--- config.mk ---
export PLATFORM = sky130hd
export DESIGN_NAME = alu_pipe_param
export DESIGN_NICKNAME = d
export VERILOG_FILES = /design/src/rtl/alu_pipe_param.sv
export SDC_FILE = /design/constraint.sdc
export NUM_CORES = 1
export LEC_CHECK = 0
export ABC_CLOCK_PERIOD_IN_PS = 3850
export CELL_PAD_IN_SITES_DETAIL_PLACEMENT = 1
export CELL_PAD_IN_SITES_GLOBAL_PLACEMENT = 1
export CORE_ASPECT_RATIO = 0.9
export CORE_MARGIN = 2
export CORE_UTILIZATION = 35
export DETAILED_ROUTE_END_ITERATION = 8
export HOLD_SLACK_MARGIN = 0.05
export PLACE_DENSITY_LB_ADDON = 0.1
export SYNTH_ARGS = -nofsm -noshare
export SYNTH_HDL_FRONTEND = slang
export SYNTH_SLANG_ARGS = --single-unit
export TNS_END_PERCENT = 1
--- constraint.sdc ---
create_clock -name clk -period 3.85 [get_ports clk]
set_clock_uncertainty 0.15 [all_clocks]
set_input_delay 0.9625 -clock clk [delete_from_list [all_inputs] [get_ports clk]]
set_output_delay 0.9625 -clock clk [all_outputs]
set_load 0.005 [all_outputs]
--- src/rtl/alu_pipe_param.sv ---
// alu_pipe_param: parametrised ALU with valid/ready channels on both sides.
// Single-cycle ops (ADD..SHR) and an iterative shift-add unsigned multiply.
// Results and flags are registered and held until the consumer takes them.
// A sticky overflow flag collects the overflow flag of every delivered result.
module alu_pipe_param #(
  parameter int WIDTH = 8
) (
  input  logic             clk,
  input  logic             rst,
  input  logic             in_valid,
  output logic             in_ready,
  input  logic [WIDTH-1:0] a,
  input  logic [WIDTH-1:0] b,
  input  logic [2:0]       op,
  output logic             out_valid,
  input  logic             out_ready,
  output logic [WIDTH-1:0] result,
  output logic             carry,
  output logic             zero,
  output logic             overflow,
  output logic             negative,
  output logic             sticky_ovf,
  input  logic             clr_sticky
);

  localparam int SHW = $clog2(WIDTH);

  localparam logic [2:0] OP_ADD = 3'd0;
  localparam logic [2:0] OP_SUB = 3'd1;
  localparam logic [2:0] OP_AND = 3'd2;
  localparam logic [2:0] OP_OR  = 3'd3;
  localparam logic [2:0] OP_XOR = 3'd4;
  localparam logic [2:0] OP_SHL = 3'd5;
  localparam logic [2:0] OP_SHR = 3'd6;
  localparam logic [2:0] OP_MUL = 3'd7;

  typedef enum logic [1:0] {
    S_IDLE = 2'd0,
    S_MUL  = 2'd1,
    S_HOLD = 2'd2
  } state_t;

  // Registered state and outputs
  state_t             state_q;
  logic               out_valid_q;
  logic [WIDTH-1:0]   result_q;
  logic               carry_q;
  logic               zero_q;
  logic               overflow_q;
  logic               negative_q;
  logic               sticky_q;

  // Multiplier datapath: shifting multiplicand, shifting multiplier, accumulator
  logic [SHW-1:0]     cnt_q;
  logic [2*WIDTH-1:0] mcand_q;
  logic [WIDTH-1:0]   mplier_q;
  logic [2*WIDTH-1:0] acc_q;

  // Combinational helpers
  logic               accept_s;
  logic [WIDTH:0]     sum_s;
  logic [WIDTH:0]     diff_s;
  logic [WIDTH:0]     shl_s;
  logic [WIDTH:0]     shr_s;
  logic               big_shift_s;
  logic [WIDTH-1:0]   alu_res_d;
  logic               alu_carry_d;
  logic               alu_ovf_d;
  logic [2*WIDTH-1:0] acc_d;
  logic               mul_hi_s;

  assign in_ready = (state_q == S_IDLE) | ((state_q == S_HOLD) & out_ready);
  assign accept_s = in_valid & in_ready;

  // One extra bit on top of the operands carries out the carry/borrow/shift-out bit.
  assign sum_s  = {1'b0, a} + {1'b0, b};
  assign diff_s = {1'b0, a} - {1'b0, b};
  assign shl_s  = {1'b0, a} << b[SHW-1:0];
  assign shr_s  = {a, 1'b0} >> b[SHW-1:0];
  // WIDTH is a power of two, so any set bit at or above SHW means b >= WIDTH.
  assign big_shift_s = |b[WIDTH-1:SHW];

  // Next accumulator value: add the multiplicand when the current multiplier bit is set.
  assign acc_d    = acc_q + ({(2*WIDTH){mplier_q[0]}} & mcand_q);
  assign mul_hi_s = |acc_d[2*WIDTH-1:WIDTH];

  // Single-cycle operation result and flags for the op on the input channel.
  always_comb begin
    alu_res_d   = '0;
    alu_carry_d = 1'b0;
    alu_ovf_d   = 1'b0;
    case (op)
      OP_ADD: begin
        alu_res_d   = sum_s[WIDTH-1:0];
        alu_carry_d = sum_s[WIDTH];
        alu_ovf_d   = (a[WIDTH-1] == b[WIDTH-1]) & (sum_s[WIDTH-1] != a[WIDTH-1]);
      end
      OP_SUB: begin
        alu_res_d   = diff_s[WIDTH-1:0];
        alu_carry_d = diff_s[WIDTH];
        alu_ovf_d   = (a[WIDTH-1] != b[WIDTH-1]) & (diff_s[WIDTH-1] != a[WIDTH-1]);
      end
      OP_AND: alu_res_d = a & b;
      OP_OR:  alu_res_d = a | b;
      OP_XOR: alu_res_d = a ^ b;
      OP_SHL: begin
        if (big_shift_s) begin
          alu_res_d   = '0;
          alu_carry_d = 1'b0;
        end else begin
          alu_res_d   = shl_s[WIDTH-1:0];
          alu_carry_d = shl_s[WIDTH];
        end
      end
      OP_SHR: begin
        if (big_shift_s) begin
          alu_res_d   = '0;
          alu_carry_d = 1'b0;
        end else begin
          alu_res_d   = shr_s[WIDTH:1];
          alu_carry_d = shr_s[0];
        end
      end
      default: begin
        alu_res_d   = '0;
        alu_carry_d = 1'b0;
        alu_ovf_d   = 1'b0;
      end
    endcase
  end

  // Control FSM, multiply iteration and registered result/flags/sticky overflow.
  always_ff @(posedge clk) begin
    if (rst) begin
      state_q     <= S_IDLE;
      out_valid_q <= 1'b0;
      result_q    <= '0;
      carry_q     <= 1'b0;
      zero_q      <= 1'b0;
      overflow_q  <= 1'b0;
      negative_q  <= 1'b0;
      sticky_q    <= 1'b0;
      cnt_q       <= '0;
      mcand_q     <= '0;
      mplier_q    <= '0;
      acc_q       <= '0;
    end else begin
      // Clear first; a delivery with overflow below overrides it (set wins).
      if (clr_sticky) begin
        sticky_q <= 1'b0;
      end
      case (state_q)
        S_IDLE, S_HOLD: begin
          if (accept_s) begin
            if (op == OP_MUL) begin
              mcand_q     <= {{WIDTH{1'b0}}, a};
              mplier_q    <= b;
              acc_q       <= '0;
              cnt_q       <= '0;
              out_valid_q <= 1'b0;
              state_q     <= S_MUL;
            end else begin
              result_q    <= alu_res_d;
              carry_q     <= alu_carry_d;
              overflow_q  <= alu_ovf_d;
              zero_q      <= (alu_res_d == '0);
              negative_q  <= alu_res_d[WIDTH-1];
              out_valid_q <= 1'b1;
              state_q     <= S_HOLD;
              if (alu_ovf_d) begin
                sticky_q <= 1'b1;
              end
            end
          end else if ((state_q == S_HOLD) && out_ready) begin
            out_valid_q <= 1'b0;
            state_q     <= S_IDLE;
          end
        end
        S_MUL: begin
          acc_q    <= acc_d;
          mcand_q  <= {mcand_q[2*WIDTH-2:0], 1'b0};
          mplier_q <= {1'b0, mplier_q[WIDTH-1:1]};
          cnt_q    <= cnt_q + {{(SHW-1){1'b0}}, 1'b1};
          // Last of WIDTH steps: deliver the completed product in the same edge.
          if (&cnt_q) begin
            result_q    <= acc_d[WIDTH-1:0];
            carry_q     <= mul_hi_s;
            overflow_q  <= mul_hi_s;
            zero_q      <= (acc_d[WIDTH-1:0] == '0);
            negative_q  <= acc_d[WIDTH-1];
            out_valid_q <= 1'b1;
            cnt_q       <= '0;
            state_q     <= S_HOLD;
            if (mul_hi_s) begin
              sticky_q <= 1'b1;
            end
          end
        end
        default: begin
          state_q     <= S_IDLE;
          out_valid_q <= 1'b0;
        end
      endcase
    end
  end

  assign out_valid  = out_valid_q;
  assign result     = result_q;
  assign carry      = carry_q;
  assign zero       = zero_q;
  assign overflow   = overflow_q;
  assign negative   = negative_q;
  assign sticky_ovf = sticky_q;

endmodule
* Word-level counts from Yosys, hierarchy flattened
Cells that the tools add are included.
** Cells by class
- Shifts and indexed selects :: 2
- Add/subtract/negate cells :: 4
- Reductions and logical operators :: 13
- Bitwise logic cells :: 9
- Multiplexer cells :: 56
- Equality and inequality tests :: 18
** Operators with widths (count)
- $mux 16 :: 4
- $pmux 16 s2 :: 2
- $mux 8 :: 7
- $pmux 8 s7 :: 1
- $pmux 8 s2 :: 2
- $mux 1 :: 23
- $add 16x16->16 :: 1
- $and 16x16->16 :: 1
- $logic_not 8->1 :: 2
- $pmux 1 s2 :: 7
- $eq 3x3->1 const B :: 4
- $add 8x8->9 :: 1
- $mux 3 :: 3
- $shl 8x3->9 :: 1
- $shr 9x3->9 :: 1
- $sub 8x8->9 :: 1
- $and 8x8->8 :: 1
- $mux 2 :: 4
- $ne 2x2->1 const B :: 4
- $or 8x8->8 :: 1
- $reduce_or 8->1 :: 1
- $xor 8x8->8 :: 1
- $eq 3x2->1 const B :: 2
- $pmux 3 s2 :: 1
- other kinds (20) :: 26
** Storage, ports and cells
- Output and inout bits :: 15
- Register bits after elaboration :: 59

* Depth between registers and ports, before layout
- Depth in word-level cells :: 8
- Gate-level depth with buffers :: 11
- Mapped depth without buffers :: 10

* Least setup slack after synthesis
No wires, ideal clock.
- Path type :: input port to flip-flop
- Start :: input port a[2]
- End :: register zero_q (netlist: zero)
- Stages :: 11
- Arrival :: 3.146 ns
- Slack :: 0.480 ns
- Cell sequence :: clkbuf_1 -> inv_1 -> ha_1 -> buf_2 -> and3_4 -> a2111oi_4 -> nor3_1 -> nor4_1 -> o311ai_1 -> or3_1 -> o22ai_2
** Between the ends
- Longest elaborated chain between the ends :: 7
** Ends and longest elaborated chain
- start: declaration :: line 12 : input logic [WIDTH-1:0] a,
- parallel branches: the longest is 2 deep, another holds $sub 8x8->9
- $pmux 8 s7 * :: line 92 : case (op)
- $logic_not 8->1 * :: line 166 : zero_q <= (alu_res_d == '0);
- $mux 1 * :: line 155 : if (op == OP_MUL) begin
- $mux 1 * :: line 154 : if (accept_s) begin
- $pmux 1 s2 * :: line 152 : case (state_q)
- end signal: assignment :: line 166
- end signal: assignment :: line 189 : zero_q <= (acc_d[WIDTH-1:0] == '0);
- end: declaration :: line 48 : logic zero_q;
Mark *: on every way between the ends. The select of a mux whose other input is x is not followed.
A chain may end at the register's enable or synchronous reset.

* Final worst setup path
- Start :: input port a[0]
- End :: register zero_q (netlist: zero)
Same word-level chain as after synthesis.

==> impl_metrics.tcl <==
set metrics [dict create \
    timing.final.crit_share 0.938 \
    layout.cells.non_filler 925 \
    ir_worst_vdd_mv 0.229 \
    p_per_area_nw_per_um2 283 \
    dpl.cell_count 908 \
    drive_above_1_share 0.138 \
    relative_area_change_from_synthesis_to_final_layout_pct 19.6 \
    hold_viol_final 0 \
    synthesis.yosys.warnings 0 \
    post_synth_inst_count 665 \
    post-route-drc-count 0 \
    final.fill_count 1789 \
    top_reg_cell_synth "sky130_fd_sc_hd__dfxtp_1" \
    crit_fanout 3 \
    detail_route.wl_per_cell_um 19.9 \
    vias 5314 \
    cts_htree_levels 3 \
    port-buffer-count 38 \
    rrSetupSlack_ps 410 \
    timing.rr.start "mplier_q[0]" \
    synth.ff_latch_count 57 \
    total_global_routing_overflow 0 \
    grt_pass1_vias 5276 \
    ant_nets 0 \
    fp.dieW_um 133 \
    place.gp.congestion 0.891 \
    multiInputGateArea_um2 3760 \
    p_leak_uw 0.00262 \
    synth.avg_cell_area_um2 7.94 \
    stdcell_area_um2 6310 \
    start_util 0.359 \
    r2r_end "sticky_ovf" \
    rsz0062_at_grt "false" \
    worstRegToRegCells 9 \
    final_max_slew_viol_count 0 \
    worstPathCellList "clkdlybuf4s50_1 -> inv_1 -> ha_1 -> fa_1 -> o21bai_1 -> a21oi_1 -> o41ai_1 -> a211oi_1 -> nand3b_1 -> or3_1 -> o22ai_2" \
    most_frequent_cell_after_synthesis "sky130_fd_sc_hd__nand2_1" \
    synth_nets 734 \
    cts-root-to-sink-buffers 2 \
    postCtsHoldBufs 0 \
    holdCritStartpoint "result[4]" \
    design.portCount 39 \
    crit_slowest_cell "sky130_fd_sc_hd__clkdlybuf4s50_1" \
    placementRows 42 \
    cts.root.buffer_cell "sky130_fd_sc_hd__clkbuf_16" \
    holdPathEnd "result[4]" \
    critical_path.top_delay_family "compound AO/OA/AOI/OAI gates" \
    fp.coreArea_um2 14700 \
    cts_post_setup_buffers_inserted 0 \
    cts_made_buffers 9 \
    run_status "complete, no violations" \
    synth.distinct_cells 84 \
    worstPathBufferInverterCount 2 \
    synth.largest_area_cell "sky130_fd_sc_hd__dfxtp_1" \
    antenna_found_initial 0 \
    cts-resized-gates 0 \
    first_pass_iters 4 \
    period_minus_slack_ps 3610 \
    detailedRoute.firstIterationViolations 293 \
    report.power.total_uw 1790 \
    clock_latency_ps 330 \
    netlist.area_leader.share 0.216 \
    syn_area_um2 5280 \
    ys_top_cells_by_count "sky130_fd_sc_hd__nand2_1 (90), sky130_fd_sc_hd__a21oi_1 (65), sky130_fd_sc_hd__dfxtp_1 (57)" \
    regArea_um2 1140 \
    max_slew.worst_pin.slew_ps 851 \
    synth_sequential_area_ratio 0.216 \
    dp.final_hpwl_mm 14.3 \
    synth_async_sr_flop_share 0 \
    end_kind "register" \
    slew-limit-headroom 0.433 \
    largest_net_degree_at_the_start_of_global_routing 40 \
    final_core_utilization 0.429 \
    number_of_enable_type_register_cells_in_the_synthesized_netlist 0 \
    cts_tree "yes" \
    grtUsageTotal 0.234 \
    hold_path_class "register to register" \
    floorplan.die.height_um 121 \
    route.detailed.vias_per_inst 5.74 \
    path_class "primary input to register" \
    setup_violators_final 0 \
    cts.sinks 57 \
    clk_transition_reported_paths_ps 50 \
    worst_ep_arrival_time_ps 3710 \
    route.final.wire_length_mm 18.4 \
    floorplan.die_area_um2 16100 \
    timing.fmax_ghz 0.277 \
    timing.critical_path.slowest_cell_delay_ps 520 \
    maxCapViolCount 0 \
    finalNetCount 790 \
    post_dp_cell_area_um2 6040 \
    synth_top_cells_by_area "sky130_fd_sc_hd__dfxtp_1 (22%), sky130_fd_sc_hd__ha_1 (10%), sky130_fd_sc_hd__nand2_1 (6.4%)" \
    crit_path_start_kind "primary input" \
    first_pass_grt_wire_length_mm 29.4 \
    worstHoldPathCells 2 \
    critPathRequiredTime_ps 3950 \
]
-- worst min-delay path, delay by kind of cell (launching register included) --
family / cells / cell delay, ps
flops: 1 / 300
simple gates: 1 / 50
compound gates: 1 / 50
-- per-layer routing --
layer  share of wire  global-route usage  up-vias  wire length (um)
met3           0.034              0.0390       11               624
met2            0.44               0.361       92              8160
met5               0                   0        -                 0
met1            0.51               0.345     2654              9480
met4          0.0092              0.0459        0               170
li1                -                   -     2557                 -
-- layout by cell type (no fill, tap or decap), types with 9 or more instances in the layout --
cell,instances
sky130_fd_sc_hd__o21ai_0,15
sky130_fd_sc_hd__nand3_1,31
sky130_fd_sc_hd__ha_1,42
sky130_fd_sc_hd__inv_1,28
sky130_fd_sc_hd__clkbuf_16,9
sky130_fd_sc_hd__nor3_1,15
sky130_fd_sc_hd__a311oi_1,21
sky130_fd_sc_hd__xnor2_1,10
sky130_fd_sc_hd__a21o_1,11
sky130_fd_sc_hd__a21oi_1,65
sky130_fd_sc_hd__clkdlybuf4s50_1,37
sky130_fd_sc_hd__nor2_1,52
sky130_fd_sc_hd__buf_4,54
sky130_fd_sc_hd__dfxtp_1,57
sky130_fd_sc_hd__nand2_1,90
sky130_fd_sc_hd__a211oi_1,13
sky130_fd_sc_hd__and2_1,17
-- registers in the layout (all words and copies together), names as in the netlist --
signal      count
sticky_ovf      1
result          8
carry           1
mcand_q        16
acc_q          16
mplier_q        8
zero            1
state_q         2
overflow        1
cnt_q           3
-- layout make-up --
type	count	share of cell area
Antenna cell	1	0.000396
Clock buffer	13	0.0412
Clock inverter	3	0.00238
Inverter	28	0.0166
Multi-Input combinational cell	533	0.596
Sequential cell	57	0.181
Tap cell	198	0.0392
Timing Repair Buffer	92	0.124
-- worst max-delay path by stage --
stage	endpoint	from	slack, ps	cells after the start
finish	zero	a[0]	240	11
global route	zero	a[0]	20	11
CTS	zero	a[0]	270	11
detailed placement	zero	a[0]	-60	11
global placement	carry	a[0]	-40	10
floorplan	zero	a[2]	480	11
-- report_power, final --
part | internal (uW) | total (uW) | switching [uW]
Clock | 466 | 739 | 272
Sequential | 607 | 619 | 11.8
Combinational | 194 | 429 | 235
Total | 1270 | 1790 | 519
-- stage by stage --
stage | setup WS, ps | hold WS (ps) | setup TNS [ps]
after floorplan | 480 | 291 | 0
after global placement | -44.7 | 296 | -51.4
after detailed placement | -65.0 | 296 | -107
after CTS | 275 | 301 | 0
after global routing | 21.1 | 338 | 0
final | 238 | 300 | 0
-- cell families (layout without fill, tap and decap cells) --
family | count (synthesis) | count (layout) | share of synthesized area
buf+inv | 75 | 136 | 0.0723
flops | 57 | 57 | 0.216
simple gates | 258 | 258 | 0.238
mux | 22 | 22 | 0.0713
fa+ha+maj | 45 | 45 | 0.111
compound gates | 190 | 190 | 0.261
other cells | 0 | 1 | 0
xor+xnor | 18 | 18 | 0.0299
No activity file was read; power rests on OpenSTA's default activity.
